<file path="src/rtl/dft_pkg.sv">
// Shared types and helpers for the direct-DFT sequencer.
// Latency: n/a (declarations only).
// Backpressure: n/a.
package dft_pkg;

    // Default index/address width of the DFT datapath
    localparam int DFT_ADDR_W = 12;

    // Sequencer states; encoding is visible on the state output
    typedef enum logic [2:0] {
        IDLE    = 3'd0,
        LOAD    = 3'd1,
        COMPUTE = 3'd2,
        DRAIN   = 3'd3,
        DONE    = 3'd4
    } dft_state_t;

    // (a + b) mod m for a < m and b < m; one extra bit of headroom makes a
    // single conditional subtract sufficient. Operands are carried at 32 bits
    // so any index width up to 31 bits can use it.
    function automatic logic [31:0] mod_add(input logic [31:0] a,
                                            input logic [31:0] b,
                                            input logic [31:0] m);
        logic [32:0] sum;
        sum = {1'b0, a} + {1'b0, b};
        if (sum >= {1'b0, m}) begin
            sum = sum - {1'b0, m};
        end
        return sum[31:0];
    endfunction

endpackage

</file>
<file path="src/rtl/dft_valid_delay.sv">
// Shift register carrying {last flag, bin index} from issue to MAC result.
// Latency: DEPTH ce-cycles from din to dout.
// Backpressure: none; ce freezes every stage, flush zeroes them (flush wins).
module dft_valid_delay #(
    parameter int W     = 13,
    parameter int DEPTH = 3
) (
    input  logic         clk,
    input  logic         nrst,
    input  logic         ce,
    input  logic         flush,
    input  logic [W-1:0] din,
    output logic [W-1:0] dout
);

    logic [W-1:0] pipe [DEPTH];

    // Advance one stage per enabled cycle; flush discards everything in flight
    always_ff @(posedge clk or negedge nrst) begin
        if (!nrst) begin
            for (int i = 0; i < DEPTH; i++) begin
                pipe[i] <= '0;
            end
        end else if (flush) begin
            for (int i = 0; i < DEPTH; i++) begin
                pipe[i] <= '0;
            end
        end else if (ce) begin
            pipe[0] <= din;
            for (int i = 1; i < DEPTH; i++) begin
                pipe[i] <= pipe[i-1];
            end
        end
    end

    assign dout = pipe[DEPTH-1];

endmodule

</file>
<file path="src/rtl/dft_sequencer.sv">
// Direct-DFT sequencer: loads N samples, issues all (n,k) pairs with twiddle
// addresses, strobes per-bin results and signals done. Issue 1 cycle after
// state entry, results PIPE_LAT ce-cycles after issue. ce=0 freezes all.
// Optional: DFT_HALF_SPECTRUM_EN restricts k to 0..floor(N/2).
module dft_sequencer
    import dft_pkg::*;
#(
    parameter int ADDR_W   = DFT_ADDR_W,
    parameter int PIPE_LAT = 3
) (
    input  logic              clk,
    input  logic              nrst,
    input  logic              ce,
    input  logic              start,
    input  logic              abort,
    input  logic [ADDR_W-1:0] sample_num,
    input  logic              load_valid,
    output logic              load_we,
    output logic [ADDR_W-1:0] load_addr,
    output logic [ADDR_W-1:0] n_idx,
    output logic [ADDR_W-1:0] k_idx,
    output logic [ADDR_W-1:0] tw_addr,
    output logic              acc_clear,
    output logic              acc_en,
    output logic              out_valid,
    output logic [ADDR_W-1:0] out_k,
    output logic              busy,
    output logic              done,
    output logic              cfg_err,
    output logic [2:0]        state
);

    localparam logic [ADDR_W-1:0] ONE = ADDR_W'(1);
    localparam logic [ADDR_W-1:0] TWO = ADDR_W'(2);
    localparam int DRAIN_W = (PIPE_LAT > 1) ? $clog2(PIPE_LAT) : 1;
    localparam logic [DRAIN_W-1:0] DRAIN_LAST = DRAIN_W'(PIPE_LAT - 1);
    localparam logic [DRAIN_W-1:0] DRAIN_ONE  = DRAIN_W'(1);

    dft_state_t         state_r;
    logic [ADDR_W-1:0]  n_lat;
    logic [ADDR_W-1:0]  cnt;
    logic [ADDR_W-1:0]  n_last;
    logic [ADDR_W-1:0]  k_last;
    logic [ADDR_W-1:0]  tw_next;
    logic [DRAIN_W-1:0] drain_cnt;
    logic               dly_ce;
    logic               dly_flush;
    logic [ADDR_W:0]    dly_in;
    logic [ADDR_W:0]    dly_out;

    assign n_last = n_lat - ONE;

`ifdef DFT_HALF_SPECTRUM_EN
    // Real input: bins above N/2 are conjugates and are skipped
    assign k_last = n_lat >> 1;
`else
    assign k_last = n_last;
`endif

    // Next twiddle address for the following n of the same bin
    assign tw_next = ADDR_W'(mod_add(32'(tw_addr), 32'(k_idx), 32'(n_lat)));

    assign load_we   = load_valid & ce & (state_r == LOAD);
    assign load_addr = cnt;
    assign busy      = (state_r != IDLE);
    assign state     = state_r;

    // Sequencer FSM; the issue registers double as the n/k/tw counters
    always_ff @(posedge clk or negedge nrst) begin
        if (!nrst) begin
            state_r   <= IDLE;
            n_lat     <= '0;
            cnt       <= '0;
            n_idx     <= '0;
            k_idx     <= '0;
            tw_addr   <= '0;
            acc_clear <= 1'b0;
            acc_en    <= 1'b0;
            done      <= 1'b0;
            cfg_err   <= 1'b0;
            drain_cnt <= '0;
        end else if (ce) begin
            if (abort) begin
                state_r   <= IDLE;
                cnt       <= '0;
                acc_clear <= 1'b0;
                acc_en    <= 1'b0;
                done      <= 1'b0;
                drain_cnt <= '0;
            end else begin
                case (state_r)
                    IDLE: begin
                        done <= 1'b0;
                        if (start) begin
                            if (sample_num < TWO) begin
                                cfg_err <= 1'b1;
                            end else begin
                                n_lat   <= sample_num;
                                cnt     <= '0;
                                n_idx   <= '0;
                                k_idx   <= '0;
                                tw_addr <= '0;
                                cfg_err <= 1'b0;
                                state_r <= LOAD;
                            end
                        end
                    end
                    LOAD: begin
                        if (load_valid) begin
                            if (cnt == n_last) begin
                                cnt       <= '0;
                                n_idx     <= '0;
                                k_idx     <= '0;
                                tw_addr   <= '0;
                                acc_clear <= 1'b1;
                                acc_en    <= 1'b1;
                                state_r   <= COMPUTE;
                            end else begin
                                cnt <= cnt + ONE;
                            end
                        end
                    end
                    COMPUTE: begin
                        if (n_idx == n_last) begin
                            if (k_idx == k_last) begin
                                acc_clear <= 1'b0;
                                acc_en    <= 1'b0;
                                drain_cnt <= '0;
                                state_r   <= DRAIN;
                            end else begin
                                n_idx     <= '0;
                                tw_addr   <= '0;
                                k_idx     <= k_idx + ONE;
                                acc_clear <= 1'b1;
                            end
                        end else begin
                            n_idx     <= n_idx + ONE;
                            tw_addr   <= tw_next;
                            acc_clear <= 1'b0;
                        end
                    end
                    DRAIN: begin
                        if (drain_cnt == DRAIN_LAST) begin
                            done    <= 1'b1;
                            state_r <= DONE;
                        end else begin
                            drain_cnt <= drain_cnt + DRAIN_ONE;
                        end
                    end
                    DONE: begin
                        done    <= 1'b0;
                        state_r <= IDLE;
                    end
                    default: begin
                        state_r <= IDLE;
                    end
                endcase
            end
        end
    end

    // Tag the final n of each bin so the bin index emerges with its result
    assign dly_in    = {acc_en & (n_idx == n_last), k_idx};
    assign dly_ce    = ce & ((state_r == COMPUTE) | (state_r == DRAIN));
    assign dly_flush = ce & abort;

    dft_valid_delay #(
        .W     (ADDR_W + 1),
        .DEPTH (PIPE_LAT)
    ) u_valid_delay (
        .clk   (clk),
        .nrst  (nrst),
        .ce    (dly_ce),
        .flush (dly_flush),
        .din   (dly_in),
        .dout  (dly_out)
    );

    assign out_valid = dly_out[ADDR_W];
    assign out_k     = dly_out[ADDR_W-1:0];

endmodule

</file>
<file path="config.mk">
export PLATFORM = sky130hd
export DESIGN_NAME = dft_sequencer
export DESIGN_NICKNAME = d
export VERILOG_FILES = /design/src/rtl/dft_pkg.sv /design/src/rtl/dft_valid_delay.sv /design/src/rtl/dft_sequencer.sv
export SDC_FILE = /design/constraint.sdc
export NUM_CORES = 1
export LEC_CHECK = 0
export CORE_MARGIN = 5
export CORE_UTILIZATION = 45
export CTS_BUF_LIST = sky130_fd_sc_hd__clkbuf_8 sky130_fd_sc_hd__clkbuf_16
export DETAILED_ROUTE_END_ITERATION = 10
export GPL_TIMING_DRIVEN = 0
export PLACE_DENSITY = 0.66
export SYNTH_ARGS = -nofsm -noshare
export SYNTH_HDL_FRONTEND = slang
export SYNTH_SLANG_ARGS = --single-unit
</file>
<file path="constraint.sdc">
create_clock -name clk -period 6.55 [get_ports clk]
set_clock_uncertainty 0.05 [all_clocks]
set_input_delay 1.31 -clock clk [delete_from_list [all_inputs] [get_ports clk]]
set_output_delay 1.31 -clock clk [all_outputs]
set_load 0.01 [all_outputs]
</file>
Word-level counts from Yosys, hierarchy flattened
Cells that the tools add are included. Widths: inputs -> output; s select.

Word-level logic and storage cells: 120. Bits in registers: 108. Input port bits: 18.

Order comparisons: 2. Multiplexer cells: 47. Add/subtract/negate cells: 7. Reduce and logical (&&, ||, !) cells: 19. Eq/ne operators: 23. Bitwise gates (word level): 8.

Operators by type and width (number): $mux 12 (13); $pmux 12 s3 (3); $mux 39 (2); $add 12x1->12 const B (3); $eq 12x12->1 (3); $mux 3 (8); $ne 3x3->1 const B (8); $pmux 12 s2 (1); $reduce_bool 3->1 (6); $reduce_and 8->1 (2); $reduce_and 5->1 (3); $add 12x12->13 (1); $ge 13x12->1 (1); $lt 12x2->1 const B (1); $pmux 3 s4 (1); $sub 12x1->12 const B (1); $sub 12x12->12 (1); $mux 1 (11); $ne 2x2->1 const B (5); $reduce_and 9->1 (1); $mux 2 (4); $reduce_and 4->1 (2); $eq 3x2->1 const B (2); $pmux 1 s2 (3); 15 further kinds (20).

Longest topological paths before layout
Depth after elaboration: 6. Mapped depth: 16.

Hierarchy
Synthesis repeated with hierarchy kept, for this count alone.

Cell total of the unflattened synthesis: 834. Area total of the unflattened synthesis: 7746.2 um2.

By module, submodules not included: dft_sequencer (area each 6053.3 um2, cells each 695, times used 1); dft_valid_delay (area each 1692.9 um2, cells each 139, times used 1).

Worst setup path before layout
No wires, ideal clock.

Path kind: reg-to-reg. Start: register k_idx[0]. End: register tw_addr[1]. Period minus slack after synthesis: 4338 ps. Data arrival time: 4167 ps. Data required time: 6379 ps. Cell stages (with the launch flop): 17. Path slack: 2212 ps. Cells stage by stage: dfrtp_1 > ha_1 > fa_1 > a21o_1 > a21oi_1 > o21bai_1 > a2111oi_0 > nor2_1 > xor2_1 > ha_1 > nand2_1 > nor4_1 > a2111o_1 > or3b_2 > clkbuf_1 > mux2i_1 > a22o_1.

Word-level cells in the longest chain between the ends: 5. Elaborated cells between the ends (all ways): 9. Those cells by class: add/sub: 2; order compare: 1; eq/ne: 2; mux: 3; reduce/logical: 1.

RTL lines: from (decl) (RTL line dft_sequencer.sv:21) `output logic [ADDR_W-1:0] k_idx,`; from (signal assigned) (RTL line dft_sequencer.sv:133) `k_idx <= k_idx + ONE;`; $add 12x12->13 (RTL line dft_pkg.sv:25) `sum = {1'b0, a} + {1'b0, b};`; $sub 12x12->12 / $ge 13x12->1 (equally long branches) (RTL line dft_pkg.sv:27, dft_pkg.sv:26); $mux 12 (RTL line dft_pkg.sv:26) `if (sum >= {1'b0, m}) begin`; $mux 12 (RTL line dft_sequencer.sv:124) `if (n_idx == n_last) begin`; $pmux 12 s3 (RTL line dft_sequencer.sv:91) `case (state_r)`; to (signal assigned) (RTL line dft_sequencer.sv:138) `tw_addr <= tw_next;`; to (decl) (RTL line dft_sequencer.sv:22) `output logic [ADDR_W-1:0] tw_addr,`.

Parallel ways exist; a longest one is shown, timed or not. A chain may end at the register's enable or synchronous reset.

Worst setup path in the final report
Same ends and word-level chain as after synthesis.

==> results.toml <==
[clock_network]
cts_max_path_buffers = 2
clkSinkCount = 108
cts_resized = 0
cts_tree = "built"
cts_buffers = 9
cts_hold_buf = 0
cts.htree.levels = 3
ctsRootBufferMaster = "clkbuf_16"
clk_latency_ns = 0.36
clkTransAtPathRegs_ns = 0.08
post_cts_buffers = 0

[die]
start_util_pct = 45.6
core_area_sq_um = 16500
die_w_um = 139
dieHeight_um = 139
row_count = 47
num_io_pins = 88
die_area_sq_um = 19400

[global_route]
grt_usage_pct = 21.8
grt_overflow = 0
grt_max_degree = 70
grt_antenna_before_repair = 0
grt_pass1_vias = 6455
grt_first_pass_wirelength_um = 34500

[worst_hold_path]
hold_class = "flip-flop to flip-flop"
hold_start = "u_valid_delay.dout[2]"

[logic_synthesis]
syn_area_sq_um = 7530
ys.flop_type = "dfrtp_1"
ys_top_cells_by_area = "dfrtp_1 (36%), nand2_1 (5.7%), ha_1 (4.8%)"
ys_seq_elements = 108
ys_types = 75
async_flop_share_pct = 100
netlist.area_leader.share_pct = 35.9
syn_area_per_cell_sq_um = 8.83
synth_edf_count = 0
yosysSeqAreaShare_pct = 35.9
synth_cells = 852
yosysWarnings = 0
synth_largest_area_cell = "dfrtp_1"
syn_nets = 901

[pwr]
power_frac_seq_pct = 30.6
sw_frac_of_total_pct = 42.8
p_leak_nw = 3.87
p_per_area_nw_per_um2 = 302
pwr-share-comb_pct = 49.0
power_mw = 2.71
power_frac_clock_pct = 20.4
peakVddDrop_mv = 0.188
p_int_mw = 1.55
switching_power_mw = 1.16

[layout]
fin_util_pct = 54.3
fin_nets = 998
fill_cells = 1563
seqCellArea_sq_um = 2700
drive_above_1_share_pct = 8.18
multiInputGateArea_sq_um = 4350
areaGrowthSynthToFinish_pct = 19.2
finalNonFillerCells = 1174
diodes = 0

[drt]
dr_total_vias = 6764
wl_per_cell_um = 18.0
drc_errors = 0
first_pass_iters = 7
wl_um = 21100
ant_nets = 0
viasPerCell = 5.76
drt_iter0_drc = 512

[critical_path]
critPathMaxStageDelay_ns = 0.67
crit_type = "flip-flop to flip-flop"
path_cells = "ha_1 -> fa_1 -> a21o_1 -> a21oi_1 -> o21bai_1 -> a2111oi_0 -> nor2_1 -> xor2_1 -> ha_1 -> nand2_1 -> nor4_1 -> a2111o_1 -> or3b_2 -> clkbuf_1 -> mux2i_1 -> a22o_1"
endpoint_kind = "flip-flop"
critPathMaxFanout = 10
worstReg2RegStart = "k_idx[0]"
cp.required_ns = 6.76
cp_data_arrival_time_ns = 5.17
crit_path_start_kind = "flip-flop"
slowest_stage = "a2111oi_0"
worstSetupStartpoint = "k_idx[0]"
path_common_cell = "ha_1"

[timing]
worstMarginPinSlew_ns = 1.19
min_period_over_period_pct = 75.8
max_slew_margin_pct = 20.0
worst_slack_ns = 1.59
fin_crit_ns = 4.96
final_max_slew_viol_count = 0
hold_viol_final = 0
rsz0062_at_grt = "false"
clock.fmax_ghz = 0.201
setup_viol = 0

[run]
drv_cap = 0

[place]
port_buffers = 85
hpwlAfterDp_um = 15800
dpl.cell_count = 1158
pre_cts_ws_ns = 1.61
gp_congestion = 0.925

[outcome]
status = "complete, no violations"
[power groups by stage]
stage | clock network, mW | logic (mW) | registers, mW
after global routing | 0.590 | 1.46 | 0.842
after CTS | 0.562 | 1.32 | 0.830
after floorplan | 0 | 0.942 | 0.828
after global placement | 0 | 1.30 | 0.841
final | 0.554 | 1.33 | 0.831
after detailed placement | 0 | 1.31 | 0.842
[logic make-up after synthesis]
group	share of synthesized area, %
xor gates and xnor gates	7.25
and+or+nand+nor	24.3
DFF	35.9
AOI/OAI and AO/OA	16.3
adders and majority gates	5.49
muxes	4.47
buffers and inverters	6.28
[registers in the layout, summed over array words and instances, names as in the netlist]
signal              cells
acc_clear               1
acc_en                  1
cfg_err                 1
done                    1
drain_cnt               2
k_idx                  12
load_addr              12
n_idx                  12
n_lat                  12
state                   3
tw_addr                12
u_valid_delay.dout     13
u_valid_delay.pipe     26
[metal layers]
layer / GRT usage (%) / vias to the layer above / wire, um
li1: - / 3290 / -
met1: 30.6 / 3274 / 9870
met2: 34.6 / 175 / 9750
met3: 3.22 / 25 / 1100
met4: 7.42 / 0 / 402
met5: 0 / - / 0
[Yosys cell counts, drive strengths merged (4+ instances only)]
library cell  count
o2bb2ai           9
o31ai            18
or2               7
a211oi           11
o41ai             9
dfrtp           108
nor4             21
nand2b           14
nor2b             6
xor2             16
o21a              4
xnor2            36
inv              34
or3               6
nand3            30
a21oi            32
nand4            48
mux2             13
clkbuf           41
and3             13
a22o              4
or4               9
mux2i            19
buf              30
o21ai            38
o211ai            6
ha               29
nand2           115
nor2             41
o22ai             6
a21o              8
o21bai            5
nor3             19
xnor3             4
[layout by cell type (no fill, tap or decap), types with 8 or more instances in the layout]
cell type / n
nand2b_1: 14
buf_1: 8
or4_1: 8
mux2i_1: 19
inv_1: 34
nor2_1: 41
a211oi_1: 11
a21o_1: 8
buf_4: 14
xnor2_1: 36
mux2_2: 13
ha_1: 29
nand2_1: 115
nor4_1: 17
nor3_1: 18
o2bb2ai_1: 9
clkbuf_16: 9
clkbuf_1: 41
a21oi_1: 32
o31ai_1: 18
and3_1: 13
xor2_1: 16
clkdlybuf4s50_1: 84
dfrtp_1: 108
nand3_1: 30
o21ai_0: 32
nand4_1: 48
[cell type report]
cell class,count,area share [%]
tap,220,3.07
timing repair buffer,86,9.76
sequential,108,30.1
clock inverter,6,0.600
buffer,71,3.85
inverter,34,1.42
multi-input combinational,639,48.5
clock buffer,10,2.66
[final timing paths]
path	to	slack, ns	depth (start not counted)
setup / recovery	tw_addr[1]	1.59	16
hold / removal	u_valid_delay.dout[2]	0.42	2
setup reg to reg	tw_addr[1]	1.59	16
hold reg to reg	u_valid_delay.dout[2]	0.42	2
max in group asynchronous	state[0]	4.81	2
min in group asynchronous	u_valid_delay.dout[1]	0.88	1
[per-stage QoR]
step	hold slack (ns)	instance area (sq um)	TNS, ns
2_1_floorplan	0.388	7530	0
3_3_place_gp	0.400	8650	-20.23
3_5_place_dp	0.406	8680	0
4_1_cts	0.423	8970	0
5_1_grt	0.443	8970	0
6_report	0.419	8970	0
[critical path: cells and delay by family, from the launching register on]
| kind | cells | cell delay (ns) |
|---|---|---|
| fa+ha+maj | 3 | 1.03 |
| mux | 1 | 0.21 |
| compound gates | 6 | 1.70 |
| simple gates | 4 | 0.74 |
| flops | 1 | 0.53 |
| xor+xnor | 1 | 0.24 |
| buf+inv | 1 | 0.36 |
Power figures use the tool's default switching activity.
